[src/rtl/led_pkg.sv]
// led_pkg: shared PWM resolution default, level ceiling and channel state encoding
package led_pkg;
    localparam int PWM_BITS_DEF = 8;

    typedef enum logic [1:0] {OFF, RISING, ON, FALLING} ch_state_e;

    function automatic int level_max(input int bits);
        return (1 << bits) - 1;
    endfunction
endpackage

[src/rtl/led_fade_channel.sv]
// led_fade_channel: one channel's registered target, saturating level ramp and PWM compare
module led_fade_channel
    import led_pkg::*;
#(
    parameter int PWM_BITS = PWM_BITS_DEF
) (
    input  logic                clk,
    input  logic                rst_n,
    input  logic                pattern,
    input  logic                tick,
    input  logic [PWM_BITS-1:0] pwm_cnt,
    output logic                led,
    output logic                ramping
);
    localparam logic [PWM_BITS-1:0] LMAX = PWM_BITS'(level_max(PWM_BITS));

    logic                target;
    logic [PWM_BITS-1:0] level;
    logic [PWM_BITS-1:0] level_nxt;
    ch_state_e           state;

    // state derives from the registered target, so a same-cycle pattern change only affects the next tick
    always_comb begin
        state     = target ? (level == LMAX ? ON : RISING) : (level == '0 ? OFF : FALLING);
        level_nxt = !tick ? level : state == RISING ? level + 1'b1 : state == FALLING ? level - 1'b1 : level;
        ramping   = state == RISING || state == FALLING;
    end

    always_ff @(posedge clk or negedge rst_n) begin
        if (!rst_n) begin
            target <= 1'b0;
            level  <= '0;
            led    <= 1'b0;
        end else begin
            target <= pattern;
            level  <= level_nxt;
            led    <= pwm_cnt < level;
        end
    end
endmodule

[src/rtl/led_fader.sv]
// led_fader: N_CH independent LED faders sharing a free-running PWM counter and ramp prescaler
module led_fader
    import led_pkg::*;
#(
    parameter int N_CH     = 5,
    parameter int PWM_BITS = PWM_BITS_DEF,
    parameter int RAMP_DIV = 11719
) (
    input  logic            clk,
    input  logic            rst_n,
    input  logic [N_CH-1:0] pattern_in,
    input  logic            enable,
    output logic [N_CH-1:0] led_out,
    output logic            busy
);
    localparam logic [PWM_BITS-1:0] CNT_LAST = PWM_BITS'(level_max(PWM_BITS) - 1);
    localparam int                  PW       = $clog2(RAMP_DIV);
    localparam logic [PW-1:0]       PRE_LAST = PW'(RAMP_DIV - 1);

    logic [PWM_BITS-1:0] pwm_cnt;
    logic [PW-1:0]       presc;
    logic                tick;
    logic [N_CH-1:0]     ramping;

    assign tick = enable && presc == PRE_LAST;

    always_ff @(posedge clk or negedge rst_n) begin
        if (!rst_n) begin
            pwm_cnt <= '0;
            presc   <= '0;
            busy    <= 1'b0;
        end else begin
            pwm_cnt <= pwm_cnt == CNT_LAST ? '0 : pwm_cnt + 1'b1;
            presc   <= !enable ? presc : tick ? '0 : presc + 1'b1;
            busy    <= |ramping;
        end
    end

    for (genvar c = 0; c < N_CH; c++) begin : g_ch
        led_fade_channel #(.PWM_BITS(PWM_BITS)) u_ch (
            .clk     (clk),
            .rst_n   (rst_n),
            .pattern (pattern_in[c]),
            .tick    (tick),
            .pwm_cnt (pwm_cnt),
            .led     (led_out[c]),
            .ramping (ramping[c])
        );
    end
endmodule

[config.mk]
export PLATFORM = sky130hd
export DESIGN_NAME = led_fader
export DESIGN_NICKNAME = d
export VERILOG_FILES = /design/src/rtl/led_pkg.sv /design/src/rtl/led_fade_channel.sv /design/src/rtl/led_fader.sv
export SDC_FILE = /design/constraint.sdc
export NUM_CORES = 1
export LEC_CHECK = 0
export BUFFER_PORTS_ARGS = -buffer_cell sky130_fd_sc_hd__clkbuf_2
export CORE_ASPECT_RATIO = 1.2
export CORE_UTILIZATION = 39
export DETAILED_ROUTE_END_ITERATION = 12
export PLACE_DENSITY_LB_ADDON = 0.15
export SYNTH_ARGS = -nofsm -noshare
export SYNTH_HDL_FRONTEND = slang
export SYNTH_SLANG_ARGS = --single-unit
[constraint.sdc]
create_clock -name clk -period 5.7 [get_ports clk]
set_input_delay 0.57 -clock clk [delete_from_list [all_inputs] [get_ports clk]]
set_output_delay 0.57 -clock clk [all_outputs]
set_load 0.05 [all_outputs]
==> results of run 1 <==
-- layout by cell type (no fill, tap or decap), types with 5 or more instances in the layout --
master and count:
inv_1 49, nor4_1 10, nand2b_1 11, fa_1 5, a21oi_1 33, dfrtp_1 73
ha_1 69, xnor2_1 24, a31oi_1 11, o31ai_1 7, nand4_1 13, nor2_1 21
xor2_1 24, mux2_1 7, o21a_1 5, clkbuf_16 9, mux2i_1 26, o21ai_1 6
nor2b_1 5, nand2_1 25, nand3_1 22, a21o_1 22, o21ai_0 19, clkbuf_2 12
-- kinds of logic (layout without fill, tap and decap cells) --
group / after synthesis / after routing
AOI/OAI and AO/OA: 114 / 114
adders and majority gates: 74 / 74
muxes: 33 / 33
xor gates and xnor gates: 48 / 48
buffers and inverters: 62 / 77
DFF: 73 / 73
and+or+nand+nor: 127 / 127
-- area by class of cell --
class                           count  area, um2
Tap cell                          168        210
Sequential cell                    73       1830
Timing Repair Buffer               14       75.1
Fill cell                        1290       7490
Clock buffer                       10        239
Multi-Input combinational cell    396       3110
Clock inverter                      4       45.0
Inverter                           49        184
-- per-stage QoR --
step | utilization | setup slack, ps | instance area [um2] | power (uW)
6_report | 0.432 | 2540 | 5690 | 1240
5_1_grt | 0.432 | 2320 | 5690 | 1290
4_1_cts | 0.432 | 2490 | 5690 | 1260
3_5_place_dp | 0.410 | 2500 | 5410 | 692
2_1_floorplan | - | 3120 | 5230 | 655
3_3_place_gp | 0.410 | 2630 | 5410 | 688
-- critical path, cell delays in order, from the launching register on --
cell     delay [ps]
dfrtp_1         430
or4b_4          550
nor4_4          660
buf_4           340
nor2b_1         690
mux2_1          380
-- state kept, by name, summed over array words and instances, names as in the netlist --
register and cells:
g_ch.u_ch.led 5, busy 1, g_ch.u_ch.level 40, presc 14, pwm_cnt 8, g_ch.u_ch.target 5
-- power by group through the flow --
stage	Clock (uW)	Sequential (uW)	Combinational (uW)
floorplan	0	567	88.5
global placement	0	572	116
detailed placement	0	573	120
CTS	578	564	120
global route	593	567	135
finish	560	564	117
-- layer usage --
| layer | global-route usage | vias to the layer above | wire length [um] |
|---|---|---|---|
| li1 | - | 1915 | - |
| met1 | 0.222 | 1797 | 5080 |
| met2 | 0.293 | 33 | 5190 |
| met3 | 0.0334 | 10 | 235 |
| met4 | 0.0508 | 0 | 110 |
| met5 | 0 | - | 0 |
-- worst paths after layout --
| path | to | from | slack, ps | cells past startpoint |
|---|---|---|---|---|
| max | g_ch[2].u_ch.level[1]$_DFFE_PN0P_ | presc[3]$_DFFE_PN0P_ | 2540 | 5 |
| min reg2reg | presc[7]$_DFFE_PN0P_ | presc[7]$_DFFE_PN0P_ | 500 | 1 |
| max in group asynchronous | g_ch[1].u_ch.level[3]$_DFFE_PN0P_ | rst_n | 4690 | 1 |
| min in group asynchronous | g_ch[0].u_ch.level[6]$_DFFE_PN0P_ | rst_n | 380 | 1 |
| max reg2reg | g_ch[2].u_ch.level[1]$_DFFE_PN0P_ | presc[3]$_DFFE_PN0P_ | 2540 | 5 |
| min | g_ch[2].u_ch.target$_DFF_PN0_ | pattern_in[2] | 330 | 1 |
==> qor.yml, run 1 <==
run_status:
  status: "finished, final reports clean"
clock_tree:
  numCtsBuffers: 9
  clock_latency_ps: 340
  cts-htree-levels: 3
  path_clk_slew_ps: 60
  cts_setup_buffers: 0
  cts_root_buffer: "clkbuf_16"
  cts.repair.resized: 0
  clock_path_buffers: 2
  hold_buffers: 0
  cts_tree: "built"
  cts.sinks: 73
power_and_ir_drop:
  p_int_uw: 933
  power_density_nw_per_um2: 218
  p_switching_uw: 307
  leakage_uw: 0.00276
  p_seq_frac: 0.454
  p_comb_frac: 0.095
  clkPwrFrac: 0.451
  p_sw_frac: 0.248
  irDropWorstVdd_v: 0.000155
critical_path:
  crit_fanout: 13
  arrival_ps: 3380
  crit_path_end_kind: "register"
  crit_type: "reg2reg"
  cp.required_ps: 5920
  start_kind: "register"
routing:
  firstDrtPassIters: 4
  wl_per_cell_um: 14.9
  routed_wl_um: 10600
  dr_total_vias: 3755
  viasPerCell: 5.26
  drcViolationCount: 0
  drt_iter0_markers: 140
  antenna_left: 0
placement:
  gp_congestion: 0.745
  io_buffers: 13
  dp_cells: 700
  dpl.hpwl_um: 7840
yosys:
  synth_top_family_by_area: "adder cells"
  synth.most_common_cell: "dfrtp_1"
  netlist_area_um2: 5230
  ys_seq_area_frac: 0.349
  synth_compound_area_frac: 0.134
  synthAdderAreaFrac: 0.184
  yosys_warnings: 0
  postSynthCellCount: 531
  yosysTopAreaCell: "dfrtp_1"
  ys_async_sr_fraction: 1.00
  synth-simple-area-share: 0.131
  synth_enable_flop_cells: 0
  synthTopCellsByCount: "dfrtp_1, ha_1, inv_1"
  synth_area_leaders: "dfrtp_1, ha_1, mux2i_1, xnor2_1, xor2_1"
  synth_area_per_cell_um2: 9.85
  synthesis.nets: 613
  ys_ff_latch: 73
  synth_cell_types: 46
  synth_flop_cell: "dfrtp_1"
  synth.area.mux_share: 0.0648
  synth_xor_xnor_area_share: 0.0803
  synth_top_area_share: 0.349
timing:
  period_needed_ps: 3160
  fin_crit_sh: 0.555
  fmax_mhz: 316
  tightest_slew_ps: 1060
  slew_viol_final: 0
  relSlewSlack: 0.285
  hold_viol_final: 0
  holdWs_ps: 334
  setup_viol: 0
  tns_ps: 0
  skew_ps: 9.21
  rsz0062_at_grt: "no"
layout:
  antenna_cells: 0
  nets: 625
  areaGrowthSynthToFinish_pct: 8.78
  fin_cells: 714
  drive_above_1_share: 0.0586
global_route:
  antenna_found_initial: 0
  grt_pass1_vias: 3809
  grt_use_total: 0.173
  grt_overflow: 0
  grt_max_degree: 74
  grt_pass1_wl_um: 18700
flow_run:
  max-cap-violations: 0
floorplan:
  start_util: 0.397
  core_area_um2: 13200
  die_x_um: 108
  rows: 46
  ioPinCount: 14
  dieArea_um2: 13900
  die_h_um: 129
worst_hold_path:
  hold_path_class: "in2reg"
Power figures use the tool's default switching activity.
==> run 2: changes to the inputs <==
Clock period 5.7 ns to 2.9 ns, I/O delays scaled along.
==> run 2 against run 1 <==
- clock skew fell by 4.3 ps
- critical path depth increased by 4
- total power is 90% higher
- cell area is 1.9% higher
- register-to-register slack worse by 2300 ps
- worst hold slack worse by 270 ps
- sequential share of layout area is 0.60 points lower
- sequential power rose by 97%
- global-route usage about the same
- core utilization is 0.83 points higher
- critical path type unchanged
- largest cell class unchanged
- largest power group unchanged
- highest routed layer unchanged
==> qor.yml, run 2 (same netlist as run 1, synthesis figures left out) <==
global_route:
  grt_pass1_wl_um: 18700  # about the same
  grt_pass1_vias: 4004  # was 3809
  grt_overflow: 0  # unchanged
  grt_use_total: 0.172  # was 0.173
  grt_max_degree: 74  # unchanged
  antenna_found_initial: 0  # unchanged
timing:
  holdWs_ps: 59.8  # was 334 ps
  hold_viol_final: 0  # unchanged
  tns_ps: 0  # unchanged
  skew_ps: 4.93  # was 9.21 ps
  setup_viol: 0  # unchanged
  rsz0062_at_grt: "no"  # unchanged
  fmax_mhz: 372  # was 316 MHz
  period_needed_ps: 2690  # was 3160 ps
  fin_crit_sh: 0.926  # was 0.555
  relSlewSlack: 0.365  # was 0.285
  setup_ws_ps: 213  # was 2540 ps
  slew_viol_final: 0  # unchanged
  tightest_slew_ps: 952  # was 1060 ps
power_and_ir_drop:
  leakage_uw: 0.00282  # was 0.00276 uW
  p_seq_frac: 0.470  # was 0.454
  p_int_uw: 1780  # was 933 uW
  irDropWorstVdd_v: 0.000235  # was 0.000155 V
  clkPwrFrac: 0.430  # was 0.451
  p_sw_frac: 0.244  # was 0.248
  p_comb_frac: 0.100  # was 0.095
  power_density_nw_per_um2: 407  # was 218 nW/um2
  p_switching_uw: 576  # was 307 uW
critical_path:
  path_cells: "nand4_1 -> or4_4 -> nand2_4 -> ha_1 -> a211oi_1 -> o21ai_0 -> o31ai_1 -> mux2i_1 -> xnor2_1"  # was or4b_4 -> nor4_4 -> buf_4 -> nor2b_1 -> mux2_1
  r2r-end: "g_ch[1].u_ch.level[7]$_DFFE_PN0P_"  # was g_ch[2].u_ch.level[1]$_DFFE_PN0P_
  crit_start: "g_ch[1].u_ch.level[6]$_DFFE_PN0P_"  # was presc[3]$_DFFE_PN0P_
  crit_slowest_cell: "or4_4"  # was nor2b_1
  crit_path_end_kind: "register"  # unchanged
  start_kind: "register"  # unchanged
  crit_fanout: 7  # was 13
  cp.required_ps: 3160  # was 5920 ps
  cpPeakStageDelay_ps: 530  # was 690 ps
  endpoint: "g_ch[1].u_ch.level[7]$_DFFE_PN0P_"  # was g_ch[2].u_ch.level[1]$_DFFE_PN0P_
  r2r_start: "g_ch[1].u_ch.level[6]$_DFFE_PN0P_"  # was presc[3]$_DFFE_PN0P_
  worst-r2r-cell-count: 9  # was 5
  crit_type: "reg2reg"  # unchanged
  r2r_slack_ps: 210  # was 2540 ps
  arrival_ps: 2940  # was 3380 ps
placement:
  gp_congestion: 0.810  # was 0.745
  dpl.hpwl_um: 7970  # was 7840 um
  pre_cts_slack_ps: 104  # was 2500 ps
  io_buffers: 13  # unchanged
  place_area_um2: 5530  # was 5410 um2
clock_tree:
  clock_latency_ps: 340  # about the same
  hold_buffers: 0  # unchanged
  cts.sinks: 73  # unchanged
  cts-htree-levels: 3  # unchanged
  cts_root_buffer: "clkbuf_16"  # unchanged
  numCtsBuffers: 9  # unchanged
  clock_path_buffers: 2  # unchanged
  cts_setup_buffers: 0  # unchanged
  path_clk_slew_ps: 50  # was 60 ps
  cts.repair.resized: 0  # unchanged
  cts_tree: "built"  # unchanged
layout:
  biggestRegsByFlops: "g_ch.u_ch.level x40, presc x14, pwm_cnt x8"  # unchanged
  antenna_cells: 0  # unchanged
  areaGrowthSynthToFinish_pct: 10.9  # was 8.78%
  fin_area_um2: 5800  # was 5690 um2
  layout_common_cells: "dfrtp_1, ha_1, inv_1"  # unchanged
  largest_register: "g_ch.u_ch.level"  # unchanged
  largest_register_ffs: 40  # unchanged
  drive_above_1_share: 0.0804  # was 0.0586
  layout_commonest_cell: "dfrtp_1"  # unchanged
  nets: 639  # was 625
routing:
  antenna_left: 0  # unchanged
  dr_total_vias: 3865  # was 3755
  viasPerCell: 5.31  # was 5.26
  drcViolationCount: 0  # unchanged
  routed_wl_um: 10500  # was 10600 um
  wl_per_cell_um: 14.5  # was 14.9 um
  drt_iter0_markers: 172  # was 140
  firstDrtPassIters: 4  # unchanged
floorplan:
  die_x_um: 108  # unchanged
  dieArea_um2: 13900  # unchanged
  core_area_um2: 13200  # unchanged
  start_util: 0.397  # unchanged
  rows: 46  # unchanged
  ioPinCount: 14  # unchanged
  die_h_um: 129  # unchanged
flow_run:
  max-cap-violations: 0  # unchanged
run_status:
  status: "finished, final reports clean"  # unchanged
worst_hold_path:
  hold_path_class: "in2reg"  # unchanged
==> run 2: area by class of cell <==
class                           instances  area [um2]
Tap cell                              168         210
Sequential cell                        73        1830
Timing Repair Buffer                   28         193
Fill cell                            1251        7380
Clock buffer                           14         264
Multi-Input combinational cell        396        3120
Inverter                               49         184
==> run 2: worst max-delay path, delay by kind of cell, from the launching register on <==
| kind | cells | cell delay (ps) |
|---|---|---|
| adders and majority gates | 1 | 250 |
| and+or+nand+nor | 3 | 800 |
| AOI/OAI and AO/OA | 3 | 800 |
| DFF | 1 | 380 |
| xor gates and xnor gates | 1 | 140 |
| muxes | 1 | 250 |
==> run 2: worst min-delay path by stage <==
stage,startpoint,end,slack [ps],cells after the start
after global routing,pattern_in[1],g_ch[1].u_ch.target$_DFF_PN0_,50,1
after floorplan,rst_n,busy$_DFF_PN0_,-6,0
final,pattern_in[2],g_ch[2].u_ch.target$_DFF_PN0_,60,1
after detailed placement,pattern_in[4],g_ch[4].u_ch.target$_DFF_PN0_,400,1
after CTS,pattern_in[1],g_ch[1].u_ch.target$_DFF_PN0_,50,1
after global placement,pattern_in[2],g_ch[2].u_ch.target$_DFF_PN0_,400,1
==> run 2: power by group through the flow <==
stage          Combinational (uW)  Sequential, uW  Clock (uW)
5_1_grt                       274            1120        1080
2_1_floorplan                 174            1110           0
6_report                      236            1110        1010
3_3_place_gp                  231            1130           0
4_1_cts                       239            1110        1050
3_5_place_dp                  238            1130           0
==> run 2: metal layers <==
layer  global-route usage  wire length, um  vias to the layer above
met2                0.299             5110                       33
met3               0.0284              191                       13
met5                    0                0                        -
met1                0.210             5040                     1870
li1                     -                -                     1949
met4               0.0733              184                        0
==> run 2: through the flow <==
stage	total power [uW]	util	instances
floorplan	1290	-	531
global placement	1360	0.419	714
detailed placement	1370	0.419	714
CTS	2400	0.439	728
global route	2470	0.440	728
finish	2360	0.440	728
==> run 3: changes to the inputs <==
Settings changed: SYNTH_HIERARCHICAL set to 1.
==> run 3 against run 2 <==
- core utilization grew 0.64 points
- fmax grew 13%
- setup slack gained 300 ps
- critical endpoint is now g_ch[0].u_ch/level[6]$_DFFE_PN0P_
- global-route usage shrank 0.45 points
- critical path type unchanged
- highest routed layer unchanged
- cell count shrank 2.7%
- sequential power is essentially flat
- die area grew 2.2%
- first-iteration DRC count shrank 27%
- largest power group unchanged
==> qor.yml, run 3 <==
floorplan:
  die_x_um: 109  # was 108 um
  ioPinCount: 14  # unchanged
  start_util: 0.402  # was 0.397
  core_area_um2: 13300  # was 13200 um2
  dieArea_um2: 14200  # was 13900 um2
  rows: 46  # unchanged
  die_h_um: 130  # was 129 um
global_route:
  grt_pass1_wl_um: 18300  # was 18700 um
  grt_pass1_vias: 3806  # was 4004
  grt_use_total: 0.168  # was 0.172
  grt_overflow: 0  # unchanged
  grt_max_degree: 74  # unchanged
  antenna_found_initial: 0  # unchanged
clock_tree:
  cts_root_buffer: "clkbuf_16"  # unchanged
  cts.sinks: 73  # unchanged
  cts_setup_buffers: 0  # unchanged
  clock_path_buffers: 2  # unchanged
  path_clk_slew_ps: 60  # was 50 ps
  numCtsBuffers: 9  # unchanged
  cts.repair.resized: 0  # unchanged
  cts-htree-levels: 3  # unchanged
  clock_latency_ps: 340  # about the same
  cts_tree: "built"  # unchanged
  hold_buffers: 0  # unchanged
layout:
  nets: 617  # was 639
  seqCellArea_um2: 1830  # unchanged
  antenna_cells: 0  # unchanged
  finish.utilization: 0.446  # was 0.440
  areaGrowthSynthToFinish_pct: 10.9  # about the same
  multiInputGateArea_um2: 3360  # was 3120 um2
  largest_register: "g_ch.u_ch/level"  # was g_ch.u_ch.level
  layout_commonest_cell: "dfrtp_1"  # unchanged
  biggestRegsByFlops: "g_ch.u_ch/level x40, presc x14, pwm_cnt x8"  # was g_ch.u_ch.level x40, presc x14, pwm_cnt x8
  drive_above_1_share: 0.133  # was 0.0804
  nFillCells: 1262  # was 1251
  fin_cells: 708  # was 728
  layout_common_cells: "dfrtp_1, ha_1, inv_1"  # unchanged
  largest_register_ffs: 40  # unchanged
routing:
  wl_per_cell_um: 15.0  # was 14.5 um
  drcViolationCount: 0  # unchanged
  routed_wl_um: 10600  # was 10500 um
  drt_iter0_markers: 125  # was 172
  antenna_left: 0  # unchanged
  viasPerCell: 5.32  # was 5.31
  dr_total_vias: 3767  # was 3865
  firstDrtPassIters: 4  # unchanged
timing:
  setup_viol: 0  # unchanged
  relSlewSlack: 0.361  # was 0.365
  fin_crit_sh: 0.822  # was 0.926
  period_needed_ps: 2380  # was 2690 ps
  setup_ws_ps: 517  # was 213 ps
  rsz0062_at_grt: "no"  # unchanged
  tns_ps: 0  # unchanged
  skew_ps: 4.40  # was 4.93 ps
  tightest_slew_ps: 959  # was 952 ps
  holdWs_ps: 52.7  # was 59.8 ps
  fmax_mhz: 420  # was 372 MHz
  hold_viol_final: 0  # unchanged
  slew_viol_final: 0  # unchanged
critical_path:
  r2r_slack_ps: 520  # was 210 ps
  cpPeakStageDelay_ps: 480  # was 530 ps
  cp.required_ps: 3130  # was 3160 ps
  crit_path_end_kind: "register"  # unchanged
  crit_type: "reg2reg"  # unchanged
  arrival_ps: 2610  # was 2940 ps
  crit_slowest_cell: "dfrtp_1"  # was or4_4
  start_kind: "register"  # unchanged
  path_cells: "nand4_1 -> o21ai_4 -> ha_1 -> a21oi_1 -> o211ai_1 -> a21oi_1 -> xnor2_1 -> mux2_4"  # was nand4_1 -> or4_4 -> nand2_4 -> ha_1 -> a211oi_1 -> o21ai_0 -> o31ai_1 -> mux2i_1 -> xnor2_1
  r2r-end: "g_ch[0].u_ch/level[6]$_DFFE_PN0P_"  # was g_ch[1].u_ch.level[7]$_DFFE_PN0P_
  crit_path_frequent_cell: "a21oi_1"
  worst-r2r-cell-count: 8  # was 9
  crit_fanout: 8  # was 7
  r2r_start: "g_ch[0].u_ch/level[0]$_DFFE_PN0P_"  # was g_ch[1].u_ch.level[6]$_DFFE_PN0P_
yosys:
  synth_top_area_share: 0.341  # was 0.349
  synth_enable_flop_cells: 0  # unchanged
  synth_xor_xnor_area_share: 0.0835  # was 0.0803
  synth-simple-area-share: 0.136  # was 0.131
  synth_flop_cell: "dfrtp_1"  # unchanged
  yosysTopAreaCell: "dfrtp_1"  # unchanged
  synth_top_family_by_area: "adder cells"  # unchanged
  synth_area_per_cell_um2: 10.4  # was 9.85 um2
  postSynthCellCount: 512  # was 531
  synth_area_leaders: "dfrtp_1, ha_1, xnor2_1, mux2i_1, inv_1"  # was dfrtp_1, ha_1, mux2i_1, xnor2_1, xor2_1
  synthTopCellsByCount: "dfrtp_1, ha_1, inv_1"  # unchanged
  yosys_warnings: 6  # was 0
  synth_cell_types: 40  # was 46
  synthAdderAreaFrac: 0.180  # was 0.184
  synth.most_common_cell: "dfrtp_1"  # unchanged
  synth.area.mux_share: 0.0797  # was 0.0648
  netlist_area_um2: 5350  # was 5230 um2
  ys_ff_latch: 73  # unchanged
  ys_async_sr_fraction: 1.00  # unchanged
  ys_seq_area_frac: 0.341  # was 0.349
  synth_compound_area_frac: 0.147  # was 0.134
  synthesis.nets: 594  # was 613
power_and_ir_drop:
  leakage_uw: 0.00293  # was 0.00282 uW
  irDropWorstVdd_v: 0.000280  # was 0.000235 V
  power_density_nw_per_um2: 435  # was 407 nW/um2
run_status:
  status: "finished, final reports clean"  # unchanged
placement:
  dpl.hpwl_um: 7830  # was 7970 um
  dp_cells: 692  # was 714
  io_buffers: 13  # unchanged
  gp_congestion: 0.799  # was 0.810
  pre_cts_slack_ps: 516  # was 104 ps
flow_run:
  max-cap-violations: 0  # unchanged
worst_hold_path:
  hold_path_class: "in2reg"  # unchanged
  min_to: "g_ch[4].u_ch/target$_DFF_PN0_"  # was g_ch[2].u_ch.target$_DFF_PN0_
  hold_depth: 1  # unchanged
  hold_start: "pattern_in[4]"  # was pattern_in[2]
run 3: worst max-delay path: cells and delay by family, from the launching register on:
| kind | cells | cell delay (ps) |
|---|---|---|
| fa+ha+maj | 1 | 340 |
| mux | 1 | 260 |
| flops | 1 | 480 |
| simple gates | 1 | 210 |
| xor+xnor | 1 | 80 |
| compound gates | 4 | 900 |
run 3: cells by family (layout without fill, tap and decap cells):
logic type / Yosys count / in the layout
AND/OR/NAND/NOR: 121 / 121
AO/OA/AOI/OAI: 110 / 110
multiplexers: 37 / 37
buffers and inverters: 46 / 74
adder cells (fa/ha/maj): 74 / 74
flip-flops: 73 / 73
XOR/XNOR: 51 / 51
run 3: power breakdown:
group	leakage, uW	internal (uW)	switching, uW
combinational	0.00196	155	174
sequential	0.000820	1070	70.8
clock	0.000144	687	422
total	0.00293	1910	666
run 3: worst max path at each step:
stage	depth (start not counted)	end	slack, ps	from
CTS	8	g_ch[0].u_ch/level[6]$_DFFE_PN0P_	500	g_ch[0].u_ch/level[0]$_DFFE_PN0P_
global placement	8	g_ch[4].u_ch/level[6]$_DFFE_PN0P_	590	g_ch[4].u_ch/level[0]$_DFFE_PN0P_
finish	8	g_ch[0].u_ch/level[6]$_DFFE_PN0P_	520	g_ch[0].u_ch/level[0]$_DFFE_PN0P_
detailed placement	8	g_ch[1].u_ch/level[6]$_DFFE_PN0P_	520	g_ch[1].u_ch/level[0]$_DFFE_PN0P_
floorplan	7	g_ch[0].u_ch/level[1]$_DFFE_PN0P_	650	presc[0]$_DFFE_PN0P_
global route	8	g_ch[0].u_ch/level[6]$_DFFE_PN0P_	340	g_ch[0].u_ch/level[0]$_DFFE_PN0P_
run 3: layout make-up:
class	instances	share of cell area
flip-flops and latches	73	0.308
well taps	168	0.0354
clock inverters	3	0.00675
clock buffers	13	0.0422
repair buffers	14	0.0148
inverters	44	0.0278
multi-input cells	393	0.565
run 3: stage by stage:
stage | total power [uW] | instance area, um2
floorplan | 1400 | 5350
global placement | 1490 | 5650
detailed placement | 1490 | 5650
CTS | 2630 | 5940
global route | 2710 | 5940
finish | 2580 | 5940
run 3: layer usage:
layer | track usage | wire length [um]
met1 | 0.204 | 4890
met2 | 0.287 | 5270
met3 | 0.0240 | 185
met4 | 0.0843 | 242
met5 | 0 | 0
